$ cat src/rtl/writeback_arbiter.sv
// Merges the ALU result path and the buffered memory/multiply path onto the
// single register-file write port, with a bounded-starvation FIFO for memory results.
module writeback_arbiter #(
  parameter int DEPTH    = 4,
  parameter int MAX_WAIT = 8
) (
  input  logic        clk,
  input  logic        resetN,
  input  logic        aluValid,
  input  logic [4:0]  aluRegisterIndex,
  input  logic [31:0] aluData,
  output logic        aluStall,
  input  logic        memValid,
  output logic        memReady,
  input  logic [4:0]  memRegisterIndex,
  input  logic [31:0] memData,
  output logic [4:0]  writeRegisterIndex,
  output logic [31:0] writeRegisterData,
  output logic        shouldWrite,
  output logic [31:0] pendingMask
);

  localparam int PTR_W  = $clog2(DEPTH);
  localparam int CNT_W  = PTR_W + 1;
  localparam int WAIT_W = $clog2(MAX_WAIT + 1);
  localparam logic [CNT_W-1:0]  FULL_CNT = CNT_W'(DEPTH);
  localparam logic [WAIT_W-1:0] WAIT_MAX = WAIT_W'(MAX_WAIT);

  logic [4:0]       slot_idx_q  [DEPTH];
  logic [4:0]       slot_idx_d  [DEPTH];
  logic [31:0]      slot_data_q [DEPTH];
  logic [31:0]      slot_data_d [DEPTH];
  logic [DEPTH-1:0] slot_vld_q, slot_vld_d;
  logic [PTR_W-1:0] rd_ptr_q, rd_ptr_d;
  logic [PTR_W-1:0] wr_ptr_q, wr_ptr_d;
  logic [CNT_W-1:0] count_q, count_d;
  logic [WAIT_W-1:0] wait_q, wait_d;
  logic [4:0]       wr_idx_q, wr_idx_d;
  logic [31:0]      wr_data_q, wr_data_d;
  logic             wr_en_q, wr_en_d;

  logic fifo_empty, fifo_full, alu_live, forced, pop, push;

  always_comb begin
    fifo_empty = (count_q == '0);
    fifo_full  = (count_q == FULL_CNT);
    // Index-0 results are architecturally discarded, so they never compete for the port.
    alu_live   = aluValid && (aluRegisterIndex != 5'd0);
    forced     = !fifo_empty && (wait_q == WAIT_MAX);
    pop        = forced || (!alu_live && !fifo_empty);
    memReady   = resetN && !fifo_full;
    push       = memValid && memReady && (memRegisterIndex != 5'd0);
    aluStall   = forced && alu_live;
  end

  always_comb begin
    wr_en_d   = 1'b0;
    wr_idx_d  = wr_idx_q;
    wr_data_d = wr_data_q;
    if (pop) begin
      wr_en_d   = 1'b1;
      wr_idx_d  = slot_idx_q[rd_ptr_q];
      wr_data_d = slot_data_q[rd_ptr_q];
    end else if (alu_live) begin
      wr_en_d   = 1'b1;
      wr_idx_d  = aluRegisterIndex;
      wr_data_d = aluData;
    end
  end

  always_comb begin
    slot_idx_d  = slot_idx_q;
    slot_data_d = slot_data_q;
    slot_vld_d  = slot_vld_q;
    rd_ptr_d    = rd_ptr_q;
    wr_ptr_d    = wr_ptr_q;
    if (push) begin
      slot_idx_d[wr_ptr_q]  = memRegisterIndex;
      slot_data_d[wr_ptr_q] = memData;
      slot_vld_d[wr_ptr_q]  = 1'b1;
      wr_ptr_d              = wr_ptr_q + 1'b1;
    end
    if (pop) begin
      slot_vld_d[rd_ptr_q] = 1'b0;
      rd_ptr_d             = rd_ptr_q + 1'b1;
    end
    case ({push, pop})
      2'b10:   count_d = count_q + 1'b1;
      2'b01:   count_d = count_q - 1'b1;
      default: count_d = count_q;
    endcase
  end

  // The age counter tracks only the current head; a new head starts fresh.
  always_comb begin
    wait_d = wait_q;
    if (pop || fifo_empty) begin
      wait_d = '0;
    end else if (wait_q != WAIT_MAX) begin
      wait_d = wait_q + 1'b1;
    end
  end

  always_comb begin
    pendingMask = 32'h0;
    for (int i = 0; i < DEPTH; i++) begin
      if (slot_vld_q[i]) begin
        pendingMask = pendingMask | (32'h1 << slot_idx_q[i]);
      end
    end
  end

  always_ff @(posedge clk or negedge resetN) begin
    if (!resetN) begin
      slot_vld_q <= '0;
      rd_ptr_q   <= '0;
      wr_ptr_q   <= '0;
      count_q    <= '0;
      wait_q     <= '0;
      wr_en_q    <= 1'b0;
      wr_idx_q   <= 5'd0;
      wr_data_q  <= 32'h0;
    end else begin
      slot_vld_q <= slot_vld_d;
      rd_ptr_q   <= rd_ptr_d;
      wr_ptr_q   <= wr_ptr_d;
      count_q    <= count_d;
      wait_q     <= wait_d;
      wr_en_q    <= wr_en_d;
      wr_idx_q   <= wr_idx_d;
      wr_data_q  <= wr_data_d;
    end
  end

  // Payload storage is qualified by slot_vld_q, so it needs no reset.
  always_ff @(posedge clk) begin
    slot_idx_q  <= slot_idx_d;
    slot_data_q <= slot_data_d;
  end

  assign shouldWrite        = wr_en_q;
  assign writeRegisterIndex = wr_idx_q;
  assign writeRegisterData  = wr_data_q;

endmodule

$ cat config.mk
export PLATFORM = sky130hd
export DESIGN_NAME = writeback_arbiter
export DESIGN_NICKNAME = d
export VERILOG_FILES = /design/src/rtl/writeback_arbiter.sv
export SDC_FILE = /design/constraint.sdc
export NUM_CORES = 1
export LEC_CHECK = 0
export ABC_CLOCK_PERIOD_IN_PS = 8150
export BUFFER_PORTS_ARGS = -buffer_cell sky130_fd_sc_hd__buf_2
export CORE_MARGIN = 2
export CORE_UTILIZATION = 61
export DETAILED_ROUTE_END_ITERATION = 7
export PLACE_DENSITY = 0.91
export SYNTH_ARGS = -nofsm -noshare
export SYNTH_HDL_FRONTEND = slang
export SYNTH_SLANG_ARGS = --single-unit
$ cat constraint.sdc
create_clock -name clk -period 8.15 [get_ports clk]
set_input_delay 1.63 -clock clk [delete_from_list [all_inputs] [get_ports clk]]
set_output_delay 1.63 -clock clk [all_outputs]
set_load 0.03 [all_outputs]
## After elaboration in Yosys (flattened, before gate mapping)

Index checks and enable logic that the tools add are counted.

| cells by class | value |
|---|---|
| add/sub/neg operators | 5 |
| order comparisons | 7 |
| equal/unequal tests | 5 |
| shifts and indexed selects | 4 |
| multiplexer cells | 31 |
| bitwise operators | 8 |
| reduce and logical (&&, ||, !) cells | 21 |

Operator list:

| operator | number |
|---|---|
| two-way mux 32 bit | 9 |
| bitwise mux 128 bit | 1 |
| left shift 1 x 5 -> 32 bit, first input constant | 4 |
| OR 32 bit | 3 |
| binary-select mux 32 bit (select 2 bit) | 1 |
| demux 32 bit (select 2 bit) | 1 |
| two-way mux 5 bit | 5 |
| bitwise mux 20 bit | 1 |
| two-way mux 4 bit | 4 |
| binary-select mux 5 bit (select 2 bit) | 1 |
| demux 5 bit (select 2 bit) | 1 |
| logical AND 1 bit | 10 |
| nonzero test 5 bit | 2 |
| greater-or-equal comparator 3 bit, second input constant | 2 |
| < comparator 2 x 3 -> 1 bit, second input constant | 2 |
| NOT 2 -> 3 bit | 2 |
| case mux 3 bit (2 select lines) | 1 |
| nonzero test 2 bit | 3 |
| adder 2 x 1 -> 2 bit, second input constant | 2 |
| adder 4 x 1 -> 4 bit, second input constant | 1 |
| AND 4 bit | 1 |
| demux 1 bit (select 2 bit) | 2 |
| equality test 4 bit, second input constant | 1 |
| greater-or-equal comparator 2 x 1 -> 1 bit, second input constant | 2 |
| 13 further kinds | 19 |

| storage, ports and cells | value |
|---|---|
| register bits | 201 |
| input port bits | 78 |
| output and inout port bits | 72 |
| word-level logic and storage cells | 97 |

## Longest topological paths before layout

Gate-level depths: netlist (run 1).

| logic depth | value |
|---|---|
| depth after elaboration | 8 |
| depth in mapped cells | 12 |
| mapped depth without buffers | 10 |

## Worst setup path before layout (run 1)

No wires, ideal clock.

| timing | value |
|---|---|
| kind | input port to output port |
| start | input port aluRegisterIndex[3] |
| end | output port aluStall |
| arrival | 2.446 ns |
| data required time | 6.520 ns |
| setup slack | 4.074 ns |
| stages on the path | 3 |
| path buffers | 0 |
| path through | or4_4 > o21ai_2 > nor2_1 |

| on the way | value |
|---|---|
| cells in the longest elaborated chain, start to end | 3 |

RTL lines:

| what | RTL line | text |
|---|---|---|
| from (decl) | 10 | `input logic [4:0] aluRegisterIndex,` |
| nonzero test 5 bit | 48 | `alu_live = aluValid && (aluRegisterIndex != 5'd0);` |
| logical AND 1 bit | 48 |  |
| logical AND 1 bit | 53 | `aluStall = forced && alu_live;` |
| to (decl) | 12 | `output logic aluStall,` |

Every way passes these cells.

## Final worst setup path (run 1)

| timing | value |
|---|---|
| start | input port resetN |
| end | output port memReady |

| on the way | value |
|---|---|
| cells in the longest elaborated chain, start to end | 1 |

RTL lines:

| what | RTL line | text |
|---|---|---|
| from (decl) | 8 | `input logic resetN,` |
| logical AND 1 bit | 51 | `memReady = resetN && !fifo_full;` |
| to (decl) | 14 | `output logic memReady,` |

Every way passes these cells.

==> impl_summary.md, run 1 <==
Pwr
Summed over all cells, the static leakage comes to approximately 0.004 µW. Dividing total power by cell area gives a power density of 327 mW/mm². IR analysis of the VDD net gives a maximum drop of 0.000255 V.

Critical path
At the worst endpoint, the required time is approximately 6.5 ns. The type of the setup path with the least slack is in2out. The worst register-to-register path ends at count_q[1].

Traced cell by cell, the critical path runs through buf_2 -> buf_4 -> and2_1 -> buf_2. The critical register-to-register path startpoint is wait_q[0]. The cell count of the worst reg-to-reg path is 9. The worst endpoint data arrival time is approximately 2.8 ns. The most numerous cell on the critical path is sky130_fd_sc_hd__buf_2. The critical-path maximum fanout is 55. The critical path endpoint category is a primary output. The buffer and inverter count on the worst path is 3. The largest stage delay on the critical path is 0.55 ns. The largest delay contributor family on the critical path is buffers and inverters.

The cell type of the slowest stage on the worst timing path is sky130_fd_sc_hd__buf_4. The nature of the critical path startpoint is an input port. For flop-to-flop paths, the worst setup slack is about 5.4 ns.

Route
The starting DRC count in detailed routing is 812. The number of vias per cell after detailed routing is 7.00. In this run the remaining antenna-violating nets after routing total 0. The via total after detailed routing is roughly 6600. The post-detailed-route DRC marker count is 0. The length of the first detailed-routing pass in iterations is 6. After detailed routing, the average wire length per cell comes to between 20 and 30 µm.

Wires add up to between 20000 and 25000 µm.

Hold path
The class of the tightest hold or removal check is reg2reg. The worst hold path terminates at wait_q[0]. Counting instances, the worst hold path has a depth of 1.

The worst hold path begins at wait_q[0].

Synthesis
The gate count after technology mapping is between 600 and 700. The dominant combinational cell family by area after synthesis is simple AND/OR/NAND/NOR gates. The number of warnings reported in the yosys synthesis log is 0. In the synthesized netlist the async set-or-reset flop fraction comes to roughly a quarter. The cell area that synthesis handed to floorplanning was 0.00903 mm². Of the post-synthesis cell area, the part taken by muxes is 9.48%. Summing the areas of all xor and xnor instances in the mapped netlist gives 0.679% of the synthesized area.

Synthesis produced a netlist with a net count of 697. The post-synthesis sequential area ratio is 63.9%. In this run the mean area of a mapped cell was between 10 and 15 µm².

The netlist uses 58 different library cells. After Yosys synthesis, full adders, half adders and majority gates account for roughly 1.7% of the synthesized area. For this run, the leading register cell type out of synthesis is sky130_fd_sc_hd__edfxtp_1. The compound-gate portion of the synthesized area is ~10%. The synthesized design contains about 200 register bits.

The count of flip-flops with a built-in enable after synthesis is roughly 150. After Yosys synthesis, and, or, nand and nor cells account for ~11% of the synthesized area.

Global routing
The number of global-route vias before repair is roughly 6600. The leftover overflow at the end of global routing is 0. Global routing used a little under a third of the available tracks. The maximum number of pins on one net before global-route repair is between 50 and 60. The wire length of the first global-routing pass is 38900 µm.

The number of antenna violations at the first check in global routing is 0.

Clocking
The number of gates resized after CTS was 0. CTS built an H-tree with a depth of 1. The number of buffers inserted for hold repair after clock tree synthesis is 0. The number of setup buffers added after CTS is 0.

The clock latency reported for the late side of the worst-skew pair is approximately 0.5 ns. Clock tree synthesis selected as its root buffer the cell sky130_fd_sc_hd__clkbuf_16. The clock tree from TritonCTS is built. The register clock-pin slew on the reported worst setup and hold paths is 0.06 ns. The number of buffers created by CTS is 21. The total number of clock tree sinks is about 200. No sink is reached through more buffers than the 3 on the longest clock path.

Timing
Clock skew on the completed layout was measured at between 0.02 and 0.025 ns. The max-slew violation count was 0. The final count of hold timing violations is 0.

The transition time of the tightest slew-check pin is ~1.3 ns. The setup violation total in the final timing report is 0. Setup repair after global routing left no endpoint under its margin. After routing, the total negative slack on setup checks comes to 0 ns.

In the post-route analysis, the smallest setup slack over all paths is 3.69 ns. For this run, the top clock speed supported by timing is ~0.22 GHz. The final critical-path share of the clock period is around 55%. The minimum period implied by the final worst setup slack is 4.46 ns. Measured against its own limit, the worst slew margin works out to roughly an eighth.

Floorplanning
The die is 126 µm wide. In this run the count of I/O pins placed on the die edge is 150. The number of core rows is 44. The placeable core area is about 0.014 mm². For this configuration, the core starts out at a cell density of just over 60%. The die covers about 0.016 mm². The vertical die dimension is about 130 µm.

Placement
Detailed placement ended at an HPWL of between 15000 and 20000 µm. The final RePlAce weighted congestion is approximately 0.97. The number of port buffers is 149. The worst slack at placement is between 3 and 4 ns.

The area after detailed placement is around 0.0099 mm².

Layout
The area of all placed cells without fillers is 0.0106 mm². The area growth from synthesis to layout is 17.2%. The top cell types in the final layout, fill and taps aside, are sky130_fd_sc_hd__buf_2 (149), sky130_fd_sc_hd__edfxtp_1 (148), sky130_fd_sc_hd__dfrtp_1 (51), sky130_fd_sc_hd__mux4_2 (37), sky130_fd_sc_hd__a221o_1 (34). The most common cell after layout, fill and taps aside is sky130_fd_sc_hd__buf_2. The layout has about 900 filler cells. The antenna diode count is 0.

The share of cells above drive strength 1 is between 30% and 40%. For this run, the post-layout net count is between 800 and 900.

Status
The run finished with clean final reports.

Flow run
The max capacitance violation total is 0.
-- cell type report --
type	count	area, µm²	share of cell area, %
flip-flops and latches	201	5770	54.5
multi-input cells	357	3080	29.1
repair buffers	153	776	7.33
clock buffers	25	551	5.20
well taps	184	230	2.17
clock inverters	13	131	1.24
inverters	12	45.0	0.425
-- worst max path at each step --
| stage | start | to | slack, ns | depth (start not counted) |
|---|---|---|---|---|
| floorplan | aluRegisterIndex[3] | aluStall | 4.07 | 3 |
| global placement | resetN | memReady | 3.71 | 4 |
| detailed placement | resetN | memReady | 3.67 | 4 |
| CTS | resetN | memReady | 3.67 | 4 |
| global route | resetN | memReady | 3.57 | 4 |
| finish | resetN | memReady | 3.69 | 4 |
-- cell families (layout without fill, tap and decap cells) --
group / after synthesis / after routing
AO/OA/AOI/OAI: 111 / 111
XOR/XNOR: 7 / 7
adder cells (fa/ha/maj): 12 / 12
buffers and inverters: 49 / 203
flip-flops: 201 / 201
multiplexers: 39 / 39
AND/OR/NAND/NOR: 188 / 188
-- cell usage after synthesis (6+ instances only) --
cell type / number / area [µm²]
sky130_fd_sc_hd__a221o_1: 34 / 340
sky130_fd_sc_hd__a2bb2oi_1: 7 / 61.3
sky130_fd_sc_hd__a32oi_1: 10 / 87.6
sky130_fd_sc_hd__and3_1: 33 / 206
sky130_fd_sc_hd__a21oi_1: 7 / 35.0
sky130_fd_sc_hd__nor3b_1: 7 / 52.6
sky130_fd_sc_hd__a22oi_1: 16 / 120
sky130_fd_sc_hd__dfrtp_1: 53 / 1330
sky130_fd_sc_hd__mux4_2: 37 / 833
sky130_fd_sc_hd__nor2_1: 33 / 124
sky130_fd_sc_hd__o211ai_1: 9 / 67.6
sky130_fd_sc_hd__buf_2: 8 / 40.0
sky130_fd_sc_hd__nand2b_1: 10 / 62.6
sky130_fd_sc_hd__inv_1: 11 / 41.3
sky130_fd_sc_hd__nor3_1: 7 / 35.0
sky130_fd_sc_hd__edfxtp_1: 148 / 4440
sky130_fd_sc_hd__nor2b_1: 11 / 68.8
sky130_fd_sc_hd__clkbuf_1: 21 / 78.8
sky130_fd_sc_hd__ha_1: 11 / 138
sky130_fd_sc_hd__nand2_1: 33 / 124
sky130_fd_sc_hd__or3_1: 6 / 37.5
sky130_fd_sc_hd__nand3_1: 23 / 115
-- per-stage QoR --
stage | total power, µW | hold slack, ns | std cells | utilization [%]
6_report | 3460 | 0.493 | 945 | 73.1
3_5_place_dp | 2510 | 0.489 | 907 | 68.4
3_3_place_gp | 2460 | 0.469 | 907 | 68.4
4_1_cts | 3460 | 0.494 | 945 | 73.1
5_1_grt | 3590 | 0.528 | 945 | 73.1
2_1_floorplan | 2190 | 0.454 | 607 | -
-- power by group --
part           switching (µW)  internal, µW
combinational             618           430
clock                     381           550
sequential                184          1300
total                    1180          2280
-- per-layer routing --
layer	GRT usage (%)	wire length (µm)
met5	0	0
met4	9.48	906
met3	5.73	2500
met2	51.8	12300
met1	45.3	9290
-- registers in the layout (all words and copies together), names as in the netlist --
name / flops
count_q: 3
rd_ptr_q: 2
shouldWrite: 1
slot_data_q: 128
slot_idx_q: 20
slot_vld_q: 4
wait_q: 4
wr_ptr_q: 2
writeRegisterData: 32
writeRegisterIndex: 5
Note: power is estimated with default switching activity, not from simulation.
==> run 2: changes to the inputs <==
==> config.mk (replaced) <==
export PLATFORM = sky130hd
export DESIGN_NAME = writeback_arbiter
export DESIGN_NICKNAME = d
export VERILOG_FILES = /design/src/rtl/writeback_arbiter.sv
export SDC_FILE = /design/constraint.sdc
export NUM_CORES = 1
export LEC_CHECK = 0
export ABC_AREA = 1
export ABC_CLOCK_PERIOD_IN_PS = 4550
export BUFFER_PORTS_ARGS = -buffer_cell sky130_fd_sc_hd__buf_2
export CORE_MARGIN = 2
export CORE_UTILIZATION = 57
export DETAILED_ROUTE_END_ITERATION = 7
export PLACE_DENSITY = 0.86
export SYNTH_ARGS = -nofsm -noshare
export SYNTH_HDL_FRONTEND = slang
export SYNTH_SLANG_ARGS = --single-unit
==> constraint.sdc (replaced) <==
create_clock -name clk -period 4.55 [get_ports clk]
set_input_delay 0.91 -clock clk [delete_from_list [all_inputs] [get_ports clk]]
set_output_delay 0.91 -clock clk [all_outputs]
set_load 0.03 [all_outputs]
==> run 2 against run 1 <==
Net effect:
- first-iteration DRC count rose by 16%
- critical path type is now reg2out
- critical path depth is 2 higher
- synthesized cell count increased by 77%
==> impl_summary.md, run 2 <==
Clocking
The clock latency reported for the late side of the worst-skew pair was 0.48 ns (was 0.49 ns). The number of buffers created by CTS is 19 (was 21). The number of buffers inserted for hold repair after clock tree synthesis came to 0 (unchanged). The total number of clock tree sinks came to 201 (unchanged). The root buffer cell was sky130_fd_sc_hd__clkbuf_16 (unchanged).

The clock tree from TritonCTS is built (unchanged). The register clock-pin slew on the reported worst setup and hold paths is 0.06 ns (about the same). The post-cts gate resize count is 0 (unchanged). The number of H-tree levels came to 1 (unchanged). The maximum clock path buffer count is 3 (unchanged).

The number of setup buffers added after CTS came to 0 (unchanged).

Timing
The final sum of negative setup slack is 0 ns (unchanged). The max-slew violation count is 0 (unchanged). Unrepaired setup endpoints after global routing: no (unchanged).

The transition time of the tightest slew-check pin was 0.899 ns (was 1.30 ns). The final-layout worst hold slack was 0.507 ns (was 0.493 ns). The headroom to the max-slew limit came to 39.8% (was 13.3%).

Static timing analysis puts the maximum clock frequency at just under 0.3 GHz. The final critical-path share of the clock period is approximately three quarters. The final count of hold timing violations is 0 (unchanged). The setup violation total in the final timing report is 0 (unchanged). The clock period could shrink to roughly 3.4 ns.

The worst clock skew on the final layout is 0.00853 ns (was 0.0220 ns).

Critical path
The cell count of the worst reg-to-reg path is 7 (was 9). The type of the setup path with the least slack is reg2out (was in2out). The critical-path maximum fanout is 40 (was 55). The buffer and inverter count on the worst path was 3 (unchanged). The required arrival time at the worst endpoint is 3.64 ns (was 6.52 ns). List of cells traversed by the critical path: nor2_4 -> nand2_2 -> buf_4 -> inv_2 -> nor3_1 -> buf_2 (was buf_2 -> buf_4 -> and2_1 -> buf_2).

The critical path endpoint category was a primary output (unchanged). The number of cells on the critical path came to 6 (was 4). The nature of the critical path startpoint is a flop (was input port). The cell type of the slowest stage on the worst timing path is sky130_fd_sc_hd__inv_2 (was sky130_fd_sc_hd__buf_4). The largest delay contributor family on the critical path was buffers and inverters (unchanged). The worst endpoint data arrival time is 2.45 ns (was 2.83 ns).

The largest stage delay on the critical path was 0.64 ns (was 0.55 ns).

Floorplanning
The placeable core area is 0.0171 mm² (was 0.0145 mm²). The boundary pin count is 150 (unchanged). The starting density of the core is 57.9% (was 62.4%). The area enclosed by the die boundary is 0.0185 mm² (was 0.0158 mm²). The number of core rows is 48 (was 44). The vertical die dimension is 136 µm (was 126 µm). The die outline width is 136 µm (was 126 µm).

Layout
The most common cell after layout, fill and taps aside is sky130_fd_sc_hd__nand2_1 (was sky130_fd_sc_hd__buf_2). The most flop-heavy register is slot_data_q (unchanged). The area of all placed cells without fillers came to 0.0113 mm² (was 0.0106 mm²).

The area added between synthesis and finish came to 14.0% (was 17.2%). The flip-flop count of the largest register, all copies and words added is 128 (unchanged). Commonest non-fill, non-tap cells in the layout: sky130_fd_sc_hd__nand2_1 (322), sky130_fd_sc_hd__nand3_1 (239), sky130_fd_sc_hd__buf_2 (149), sky130_fd_sc_hd__edfxtp_1 (148), sky130_fd_sc_hd__inv_1 (83) (was sky130_fd_sc_hd__buf_2 (149), sky130_fd_sc_hd__edfxtp_1 (148), sky130_fd_sc_hd__dfrtp_1 (51), sky130_fd_sc_hd__mux4_2 (37), sky130_fd_sc_hd__a221o_1 (34)). The share of cells above drive strength 1 is 17.1% (was 31.8%). The number of nets in the layout was 1286 (was 836).

Synthesis
The share of Yosys cell area claimed by the top area cell type came to 44.8% (was 49.2%). The count of flip-flops with a built-in enable after synthesis is 148 (unchanged). The post-synthesis sequential area ratio is 58.2% (was 63.9%). The dominant cell type by area after synthesis is sky130_fd_sc_hd__edfxtp_1 (unchanged). The synthesized net count is 1166 (was 697). Most area-consuming cells after synthesis: sky130_fd_sc_hd__edfxtp_1 (45%), sky130_fd_sc_hd__dfrtp_1 (13%), sky130_fd_sc_hd__nand2_1 (12%) (was sky130_fd_sc_hd__edfxtp_1 (49%), sky130_fd_sc_hd__dfrtp_1 (15%), sky130_fd_sc_hd__mux4_2 (9.2%)). The most numerous cell in the Yosys netlist was sky130_fd_sc_hd__nand2_1 (was sky130_fd_sc_hd__edfxtp_1).

The count of cell types in the netlist is 32 (was 58). The combined area of all synthesized cells is 0.00991 mm² (was 0.00903 mm²). Top cells by instance count after synthesis: sky130_fd_sc_hd__nand2_1 (322), sky130_fd_sc_hd__nand3_1 (239), sky130_fd_sc_hd__edfxtp_1 (148), sky130_fd_sc_hd__inv_1 (84), sky130_fd_sc_hd__dfrtp_1 (53) (was sky130_fd_sc_hd__edfxtp_1 (148), sky130_fd_sc_hd__dfrtp_1 (53), sky130_fd_sc_hd__mux4_2 (37), sky130_fd_sc_hd__a221o_1 (34)).

The gate count after technology mapping is 1076 (was 607). The post-synthesis average cell area is 9.21 µm² (was 14.9 µm²). The primary flip-flop cell chosen by synthesis mapping is sky130_fd_sc_hd__edfxtp_1 (unchanged). The post-synthesis async set-or-reset flop share is 26.4% (unchanged). The number of flip-flops and latches in the synthesized netlist was 201 (unchanged).

The number of warnings reported in the yosys synthesis log is 0 (unchanged).

Hold path
The class of the tightest hold or removal check is reg2reg (unchanged). The hold-critical path depth is 2 (was 1).

Route
The length of the first detailed-routing pass in iterations is 7 (was 6). The routed length per instance is 18.8 µm (was 26.4 µm). The remaining number of nets flagged by the antenna check after routing is 0 (unchanged). The starting DRC count in detailed routing is 938 (was 812). The final wirelength is 27000 µm (was 25000 µm).

The via total after detailed routing is 8507 (was 6612). The post-detailed-route DRC marker count is 0 (unchanged). The number of vias per cell after detailed routing is 5.92 (was 7.00).

Pwr
The leakage power figure was 0.00502 µW (was 0.00406 µW). The worst vdd rail ir drop is 0.000363 V (was 0.000255 V). The post-route total power was 6700 µW (was 3460 µW).

The total power density per cell area is 593 mW/mm² (was 327 mW/mm²).

Status
Status: finished, final reports clean (unchanged).

Global routing
The maximum number of pins on one net before global-route repair is 79 (was 56). The number of antenna violations at the first check in global routing came to 5 (was 0). The overall global routing resource usage is 29.4% (was 31.9%). The leftover overflow at the end of global routing is 0 (unchanged). The number of global-route vias before repair is 8309 (was 6583). The wire length of the first global-routing pass is 42200 µm (was 38900 µm). The peak-usage layer in the global routing report is met2 (unchanged). The fraction of met2 tracks used by global routing came to 47.3% (was 51.8%). The met1 track utilization from global routing was 38.3% (was 45.3%).

The global-route met3 utilization is 5.89% (was 5.73%).

Placement
The area after detailed placement is 0.0107 mm² (was 0.00991 mm²). The final RePlAce weighted congestion is 1.02 (was 0.967). The estimated wirelength of the detail-placed design is 16300 µm (was 15900 µm). The number of port buffers is 149 (unchanged).

Flow run
The max capacitance violation total is 0 (unchanged).
[run 2: worst paths after layout]
kind,startpoint,to,slack [ns]
max,count_q[0],aluStall,1.19
min,writeRegisterData[30],writeRegisterData[30],0.51
max reg2reg,count_q[0],writeRegisterIndex[4],1.99
min reg2reg,writeRegisterData[30],writeRegisterData[30],0.51
max in group asynchronous,resetN,rd_ptr_q[0],3.44
min in group asynchronous,resetN,slot_vld_q[2],0.60
[run 2: layout make-up]
cell class,instances,area (µm²)
timing repair buffer,163,851
multi-input combinational,723,3420
tap,225,282
antenna,3,7.51
fill,1278,5820
sequential,201,5770
clock buffer,21,493
inverter,88,330
clock inverter,12,141
[run 2: worst min-delay path: cells and delay by family (launching register included)]
family | cells | cell delay, ns
flip-flops | 1 | 0.34
AND/OR/NAND/NOR | 2 | 0.13
[run 2: kinds of logic (layout without fill, tap and decap cells)]
group                    Yosys count  in the layout  synth area share, %
buffers and inverters            152            284                 7.23
AO/OA/AOI/OAI                     53             53                 3.45
multiplexers                       1              1                0.114
other                              0              3                    0
AND/OR/NAND/NOR                  651            651                 28.9
XOR/XNOR                           6              6                0.530
adder cells (fa/ha/maj)           12             12                 1.59
flip-flops                       201            201                 58.2
[run 2: report_power, final]
part | internal [µW] | switching (µW)
sequential | 2340 | 218
combinational | 683 | 1830
clock | 955 | 672
[run 2: per-stage QoR]
step,setup slack (ns),cells,util (%)
after floorplan,1.65,1076,-
after global placement,1.73,1400,62.3
after detailed placement,1.70,1400,62.3
after CTS,1.20,1433,66.0
after global routing,1.04,1435,66.0
final,1.19,1436,66.0
[run 2: per-layer routing]
metal | vias up | part of all wire (%) | routed length, µm
met5 | - | 0.10 | 27
met4 | 4 | 4.1 | 1110
met3 | 96 | 9.9 | 2680
met2 | 552 | 47 | 12800
met1 | 3950 | 39 | 10400
li1 | 3905 | - | -
